## src/rtl/drive_sequencer.sv

```systemverilog
// drive_sequencer: top-level run controller for the motor path.
//
// Issues a latched start to the accelerator, passes the accelerator PWM through to the motor
// while ramping, then holds a fixed cruise duty for CRUISE_MS before stopping. Obstacles abort
// the run, and an acceleration watchdog forces a sticky FAULT if the ramp never completes.
// This block is the only driver of the motor PWM pin.
//
// Optional feature macro: SOFT_STOP_EN
//   defined   - a timed CRUISE->STOP drives half the cruise duty (integer divide) for the first
//               half of the stop hold, then 0; obstacle stops are always a hard 0.
//   undefined - STOP always drives motor_pwm = 0.
//
// Ports:
//   clk_1mhz           in   1 MHz system clock, all logic on the rising edge
//   reset              in   synchronous active-high reset
//   go                 in   run request; rising edge acted on only in IDLE
//   obstacle           in   level, high = obstacle present
//   accelerated        in   accelerator done flag
//   accelerator_active in   accelerator running flag (status only, not used for sequencing)
//   accel_pwm          in   accelerator PWM output
//   accel_start        out  start to accelerator, high throughout ACCEL
//   accel_reset        out  one-cycle pulse that re-arms the accelerator
//   motor_pwm          out  registered motor drive
//   state              out  IDLE=0, ACCEL=1, CRUISE=2, STOP=3, FAULT=4
//   busy               out  state is not IDLE
//   fault              out  state is FAULT
//
// US_PER_MS sets the number of clock cycles per millisecond tick (1000 at 1 MHz); it is only
// lowered to shorten simulation runs.

module drive_sequencer #(
    parameter int unsigned CRUISE_MS        = 2000,
    parameter int unsigned CRUISE_DUTY      = 75,
    parameter int unsigned ACCEL_TIMEOUT_MS = 1200,
    parameter int unsigned STOP_HOLD_MS     = 500,
    parameter int unsigned US_PER_MS        = 1000
) (
    input  logic       clk_1mhz,
    input  logic       reset,
    input  logic       go,
    input  logic       obstacle,
    input  logic       accelerated,
    input  logic       accelerator_active,
    input  logic       accel_pwm,
    output logic       accel_start,
    output logic       accel_reset,
    output logic       motor_pwm,
    output logic [2:0] state,
    output logic       busy,
    output logic       fault
);

    localparam int unsigned PwmPeriod = 100;

    typedef enum logic [2:0] {
        StIdle   = 3'd0,
        StAccel  = 3'd1,
        StCruise = 3'd2,
        StStop   = 3'd3,
        StFault  = 3'd4
    } state_e;

    state_e      state_q, state_d;
    logic [15:0] us_cnt_q, us_cnt_d;
    logic [15:0] ms_cnt_q, ms_cnt_d;
    logic [6:0]  pwm_cnt_q, pwm_cnt_d;
    logic        go_q;
    logic        accel_start_q, accel_start_d;
    logic        accel_reset_q, accel_reset_d;
    logic        motor_pwm_q, motor_pwm_d;

    logic        go_rise;
    logic        ms_tick;
    logic        leaving;
    logic        reset_req;
    logic        timed_stop;

    // Accelerator activity is reported for status only; sequencing never looks at it.
    logic        unused_accel_active;
    assign unused_accel_active = accelerator_active;

    assign go_rise = go & ~go_q;
    assign ms_tick = (us_cnt_q == 16'(US_PER_MS - 1));

`ifdef SOFT_STOP_EN
    // Set only when STOP was entered by the cruise timer, so obstacle stops stay hard.
    logic soft_q, soft_d;
`endif

    // Next-state logic.
    always_comb begin
        state_d    = state_q;
        reset_req  = 1'b0;
        timed_stop = 1'b0;
        unique case (state_q)
            StIdle: begin
                if (go_rise && !obstacle) begin
                    state_d = StAccel;
                end
            end
            StAccel: begin
                if (obstacle) begin
                    state_d = StStop;
                end else if (accelerated) begin
                    state_d = StCruise;
                end else if (ms_cnt_q == 16'(ACCEL_TIMEOUT_MS)) begin
                    state_d = StFault;
                end
                reset_req = (state_d != StAccel);
            end
            StCruise: begin
                if (obstacle) begin
                    state_d   = StStop;
                    reset_req = 1'b1;
                end else if (ms_cnt_q == 16'(CRUISE_MS)) begin
                    state_d    = StStop;
                    timed_stop = 1'b1;
                end
            end
            StStop: begin
                // Obstacle is deliberately ignored here; the hold always runs to completion.
                if (ms_cnt_q == 16'(STOP_HOLD_MS)) begin
                    state_d = StIdle;
                end
            end
            StFault: begin
                state_d = StFault;
            end
            default: begin
                state_d = StIdle;
            end
        endcase
    end

    assign leaving = (state_d != state_q);

    // Timebase: all three counters restart from zero on every state change.
    always_comb begin
        us_cnt_d  = us_cnt_q;
        ms_cnt_d  = ms_cnt_q;
        pwm_cnt_d = pwm_cnt_q;
        if (leaving) begin
            us_cnt_d  = '0;
            ms_cnt_d  = '0;
            pwm_cnt_d = '0;
        end else begin
            us_cnt_d  = ms_tick ? '0 : us_cnt_q + 16'd1;
            ms_cnt_d  = ms_tick ? ms_cnt_q + 16'd1 : ms_cnt_q;
            pwm_cnt_d = (pwm_cnt_q == 7'(PwmPeriod - 1)) ? '0 : pwm_cnt_q + 7'd1;
        end
    end

`ifdef SOFT_STOP_EN
    always_comb begin
        soft_d = soft_q;
        if (leaving) begin
            soft_d = timed_stop;
        end
    end
`else
    logic unused_timed_stop;
    assign unused_timed_stop = timed_stop;
`endif

    // Registered outputs.
    always_comb begin
        accel_start_d = (state_d == StAccel);
        // Suppress back-to-back pulses, e.g. an obstacle on the first CRUISE cycle.
        accel_reset_d = reset_req & ~accel_reset_q;

        motor_pwm_d = 1'b0;
        unique case (state_q)
            StAccel:  motor_pwm_d = accel_pwm;
            StCruise: motor_pwm_d = (pwm_cnt_q < 7'(CRUISE_DUTY));
`ifdef SOFT_STOP_EN
            StStop:   motor_pwm_d = soft_q
                                  && (ms_cnt_q < 16'(STOP_HOLD_MS / 2))
                                  && (pwm_cnt_q < 7'(CRUISE_DUTY / 2));
`endif
            default:  motor_pwm_d = 1'b0;
        endcase
        // Any entry into a quiet state drives the pin low on the very next cycle.
        if (leaving && (state_d == StStop || state_d == StFault || state_d == StIdle)) begin
            motor_pwm_d = 1'b0;
        end
    end

    always_ff @(posedge clk_1mhz) begin
        if (reset) begin
            state_q       <= StIdle;
            us_cnt_q      <= '0;
            ms_cnt_q      <= '0;
            pwm_cnt_q     <= '0;
            go_q          <= 1'b0;
            accel_start_q <= 1'b0;
            accel_reset_q <= 1'b0;
            motor_pwm_q   <= 1'b0;
        end else begin
            state_q       <= state_d;
            us_cnt_q      <= us_cnt_d;
            ms_cnt_q      <= ms_cnt_d;
            pwm_cnt_q     <= pwm_cnt_d;
            go_q          <= go;
            accel_start_q <= accel_start_d;
            accel_reset_q <= accel_reset_d;
            motor_pwm_q   <= motor_pwm_d;
        end
    end

`ifdef SOFT_STOP_EN
    always_ff @(posedge clk_1mhz) begin
        if (reset) begin
            soft_q <= 1'b0;
        end else begin
            soft_q <= soft_d;
        end
    end
`endif

    assign accel_start = accel_start_q;
    assign accel_reset = accel_reset_q;
    assign motor_pwm   = motor_pwm_q;
    assign state       = state_q;
    assign busy        = (state_q != StIdle);
    assign fault       = (state_q == StFault);

endmodule

```

## config.mk

```make
export PLATFORM = sky130hd
export DESIGN_NAME = drive_sequencer
export DESIGN_NICKNAME = d
export VERILOG_FILES = /design/src/rtl/drive_sequencer.sv
export SDC_FILE = /design/constraint.sdc
export NUM_CORES = 1
export LEC_CHECK = 0
export BUFFER_PORTS_ARGS = -buffer_cell sky130_fd_sc_hd__buf_2
export CAP_MARGIN = 40
export CORE_MARGIN = 5
export CORE_UTILIZATION = 41
export DETAILED_ROUTE_END_ITERATION = 16
export GPL_TIMING_DRIVEN = 0
export SLEW_MARGIN = 20
export SYNTH_ARGS = -nofsm -noshare
export SYNTH_HDL_FRONTEND = slang
export SYNTH_SLANG_ARGS = --single-unit
```

## constraint.sdc

```tcl
create_clock -name clk_1mhz -period 4.1 [get_ports clk_1mhz]
set_clock_uncertainty 0.15 [all_clocks]
set_input_delay 0.41 -clock clk_1mhz [delete_from_list [all_inputs] [get_ports clk_1mhz]]
set_output_delay 0.41 -clock clk_1mhz [all_outputs]
set_load 0.005 [all_outputs]
```

; Yosys cells after proc, flatten, opt, wreduce, memory -nomap -nowiden
; Index checks and enable logic that the tools add are counted.
[totals]
in_bits = 7
out_inout_bits = 8
regBits = 46
[op_classes]
n_lt_le_gt_ge = 1
eq_ne = 14
n_mux = 12
n_reduce_logical = 12
n_bitwise = 4
add_sub_neg = 3
[op_table]
columns = operator, count
row1 = $add A16 B1 Y16 const B, 2
row2 = $eq A16 B11 Y1 const B, 2
row3 = $mux W3, 8
row4 = $eq A16 B10 Y1 const B, 1
row5 = $eq A16 B9 Y1 const B, 1
row6 = $pmux W3 S5, 1
row7 = $eq A3 B2 Y1 const B, 3
row8 = $add A7 B1 Y7 const B, 1
row9 = $eq A7 B7 Y1 const B, 1
row10 = $lt A7 B7 Y1 const B, 1
row11 = $eq A3 B1 Y1 const B, 2
row12 = $eq A3 B3 Y1 const B, 2
row13 = $logic_not A3 Y1, 2
row14 = $reduce_or A3 Y1, 2
row15 = $pmux W1 S2, 2
row16 = $reduce_or A2 Y1, 2
row17 = $ne A3 B1 Y1 const B, 1
row18 = $ne A3 B3 Y1, 1
row19 = $reduce_bool A3 Y1, 1
row20 = $and A1 B1 Y1, 2
row21 = $logic_and A1 B1 Y1, 2
row22 = $logic_or A1 B1 Y1, 2
row23 = $not A1 Y1, 2
row24 = $logic_not A1 Y1, 1
row25 = $mux W1, 1

; Depth between registers and ports, before layout
[logic_depth]
depth_word = 11
depth_mapped = 9
ltp_nobuf = 7

; Least setup slack after synthesis
; Ideal clock, no wire load.
[synth_path]
path_type = reg-to-reg
from = register ms_cnt_q[0]
to = register ms_cnt_q[10]
period_less_slack_ps = 2065
setup_slack_ps = 2035
t_arrival_ps = 1794
path_buffers = 1
path_stages_with_launch = 9
setup_ps = 121
cell_sequence = dfxtp_1 inv_1 ha_1 or4b_4 nand4b_4 or2_1 nand3_2 buf_6 nor3_1
[synth_between]
elab_chain_cells = 8
word_cells_on_any_way = 14
cone_classes = add/sub: 1 / eq/ne: 4 / mux: 8 / reduce/logical: 1
[synth_lines]
columns = element, line
row1 = from (decl), 65  ; logic [15:0] ms_cnt_q, ms_cnt_d;
row2 = from (signal assigned), 201  ; ms_cnt_q <= ms_cnt_d;
row3 = $eq A16 B11 Y1, 106  ; end else if (ms_cnt_q == 16'(ACCEL_TIMEOUT_MS)) begin
row4 = $mux W3, 106
row5 = $mux W3, 104  ; end else if (accelerated) begin
row6 = $mux W3, 102  ; if (obstacle) begin
row7 = $mux W3, 95  ; unique case (state_q)
row8 = $pmux W3 S5, 95
row9 = $ne A3 B3 Y1, 135  ; assign leaving = (state_d != state_q);
row10 = $reduce_or A2 Y1 (no source line), --
; Parallel ways exist; a longest one is shown, timed or not. The select of a mux whose other input is x is not followed.
; A chain may end at the register's enable or synchronous reset.

; Worst setup path in the final report
[layout_path]
from = register ms_cnt_q[0]
to = register us_cnt_q[4]
[layout_between]
elab_chain_cells = 8
word_cells_on_any_way = 13
cone_classes = eq/ne: 4 / mux: 8 / reduce/logical: 1
[layout_lines]
columns = element, line
row1 = $eq A16 B11 Y1, 106
row2 = $mux W3, 106
row3 = $mux W3, 104
row4 = $mux W3, 102
row5 = $mux W3, 95
row6 = $pmux W3 S5 (*), 95
row7 = $ne A3 B3 Y1 (*), 135
row8 = $reduce_or A3 Y1 (no source line) (*), --
row9 = to (signal assigned), 200  ; us_cnt_q <= us_cnt_d;
row10 = to (decl), 64  ; logic [15:0] us_cnt_q, us_cnt_d;
; Mark *: on every way between the ends. The rest lies on a longest branch, timed or not. The select of a mux whose other input is x is not followed.

==> metrics.txt <==
NumNets Final=292; clk buf depth=2; clock latency on the worst-skew pair=0.30 ns; Pins Over Slew Limit=0; Seq pwr share=0.523; YS warnings=0; # fillers=about 540; CP arrival=2.33 ns; max cap viols=0; die height=between 80 and 90 µm; Initial DRT Pass Iterations=4; CTS buffer count=5; global-route wire length before repair=about 8300 µm; crit-path leading delay family=simple AND/OR/NAND/NOR gates; P&R area growth vs syn=10.82%; RePlAce Congestion=just under 0.8; hold path startpoint=go; io pins=15; worst path bufs/invs=2; fmax=436.3 MHz; CTS root buf=clkbuf_8; CTS tree=done; Residual DRC=0; Slew @ Worst Pin=roughly 0.51 ns; period utilisation layout=0.5590; Hold Path Stages=2; Tmin final=~2.3 ns; Layout Utilization=0.4656; FFs w/ async S/R, synth=0; relative slew slack=0.6549; Setup WS pre-CTS=roughly 1.8 ns; H-Tree Depth=2; worst hold endpoint=go_q; synthesized flop and latch total=46; mean cell area of the mapped netlist=roughly 8.9 µm²; multi-input logic area=about 0.0013 mm²; Clk pwr share=0.324; Reg2Reg Setup Slack=around 1.8 ns; commonest cells after routing, fill and taps aside=dfxtp_1 (46), nor3_1 (45), xnor2_1 (22); DRC marker count from the first detailed-route iteration=between 100 and 150; Yosys cell types=47; synthesized net count=~270; CP max-delay cell=or4b_4; Max VDD drop=~0.15 mV; P_int=657.5 µW; WS Path Type=flip-flop to flip-flop; commonest non-fill, non-tap cell in the layout=dfxtp_1; Register Area=920.9 µm²; post-CTS sizing=0; outcome=finished, final reports clean; Gate power share=0.153; Final ANT Viol Nets=0; PwrDens=between 300 and 400 mW/mm²; min-delay worst type=input port to flip-flop; Mapped Area=0.002313 mm²; Syn Inst Count=between 200 and 300; RSZ-0062 raised after global routing=no; Placement Rows=27; routed wire length per instance=roughly 13 µm; CORE AREA=roughly 0.0055 mm²; worst r2r dst=us_cnt_q[4]; endpoints failing setup=0; Die Area=about 0.0072 mm²; Fin. Hold Viols=0; layout cell share with drive strength beyond 1=0.1489; largest net degree at the start of global routing=15; Post-DP HPWL=3415 µm; Antenna Cells=0; Worst Setup Start Kind=flip-flop; Starting Density=0.4201; IO Port Bufs=13; dominant synthesized flop cell=dfxtp_1; via/cell ratio=5.308; Clock transition at path regs=0.09 ns; R2R Path Start=ms_cnt_q[0]; worst path cell trace=inv_1 -> ha_1 -> or4b_4 -> nand4b_4 -> or2_1 -> nand3_2 -> buf_6 -> nor3_1; setup bufs post-CTS=0; Leak Pwr=0.0009182 µW; Via Count=roughly 1,900; Reg2Reg Depth=8; crit path max fanout=10; CP max stage delay=between 0.4 and 0.5 ns; number of global-route vias before repair=1,841; Clock Sinks=46; hold_ws=between 0.15 and 0.2 ns; NetSw=about 250 µW; setup ws final=around 1.8 ns; setup_tns=0 ns; gr usage total=0.1388; Post-synth EDFFs=0; Horiz. Die Dim=roughly 85 µm; post-synthesis sequential area ratio=0.3981; overflow left after global routing=0; CP Capture Type=flip-flop; initial antenna violation count=0; cts hold-fix bufs=0; sw frac=0.2770; DRT Wirelength=4666 µm; CP required=~4.1 ns
## state kept, by name, summed over array words and instances (netlist names)
signal,count
accel_start,1
ms_cnt_q,16
go_q,1
us_cnt_q,16
accel_reset,1
motor_pwm,1
pwm_cnt_q,7
state,3
## layer usage
metal,wire [µm],share of wire,GRT usage
met5,0,0,0
met4,68,0.015,0.04460
met3,136,0.029,0.02913
met2,2151,0.46,0.2267
met1,2309,0.49,0.1822
## worst register-to-register path: cells and delay by family (launching register included)
| kind | cells | cell delay [ns] |
|---|---|---|
| flops | 1 | 0.34 |
| simple gates | 5 | 1.28 |
| fa+ha+maj | 1 | 0.15 |
| buf+inv | 2 | 0.27 |
## synthesized netlist by cell type (all sizes together), types with 6 or more instances
cell	count	share of area
dfxtp	46	0.40
nor3	45	0.097
xnor2	22	0.083
nand2	17	0.028
nor2	16	0.026
nand3	14	0.032
xor2	12	0.045
nor4	10	0.032
buf	8	0.027
and3	7	0.019
inv	7	0.011
nand4	7	0.024
a21oi	6	0.013
## worst max-delay path by stage
stage,from,end,slack (ns),cells past startpoint
6_report,ms_cnt_q[0],us_cnt_q[4],1.81,8
5_1_grt,ms_cnt_q[0],pwm_cnt_q[5],1.61,9
4_1_cts,ms_cnt_q[0],ms_cnt_q[15],1.76,8
3_5_place_dp,obstacle,us_cnt_q[4],1.77,7
3_3_place_gp,obstacle,us_cnt_q[10],1.76,7
2_1_floorplan,ms_cnt_q[0],ms_cnt_q[10],2.04,8
## area by class of cell
| type | instances | share of cell area |
|---|---|---|
| clock buffer | 7 | 0.03367 |
| buffer | 10 | 0.02684 |
| inverter | 7 | 0.01025 |
| sequential | 46 | 0.3592 |
| tap | 72 | 0.03514 |
| timing repair buffer | 13 | 0.02538 |
| clock inverter | 1 | 0.003416 |
| multi-input combinational | 198 | 0.5061 |
## cells by family (layout without fill, tap and decap cells)
kind of cell | count (synthesis) | after routing | synth area share
compound gates | 17 | 17 | 0.05139
xor+xnor | 34 | 34 | 0.1287
fa+ha+maj | 4 | 4 | 0.02163
buf+inv | 17 | 38 | 0.04111
flops | 46 | 46 | 0.3981
mux | 1 | 1 | 0.004327
simple gates | 142 | 142 | 0.3548
## power by group through the flow
stage	Combinational, µW	Sequential (µW)	Clock (µW)
CTS	142	476	306
finish	139	476	295
global placement	141	485	0
floorplan	98.6	485	0
detailed placement	141	486	0
global route	158	479	327
## stage by stage
step,instance area (µm²),power (µW),cells
after detailed placement,2469,627.5,346
after global placement,2469,626.3,346
final,2564,909.4,354
after floorplan,2313,583.6,261
after CTS,2564,923.7,354
after global routing,2564,964.3,354
(Power assumes the default switching activity.)
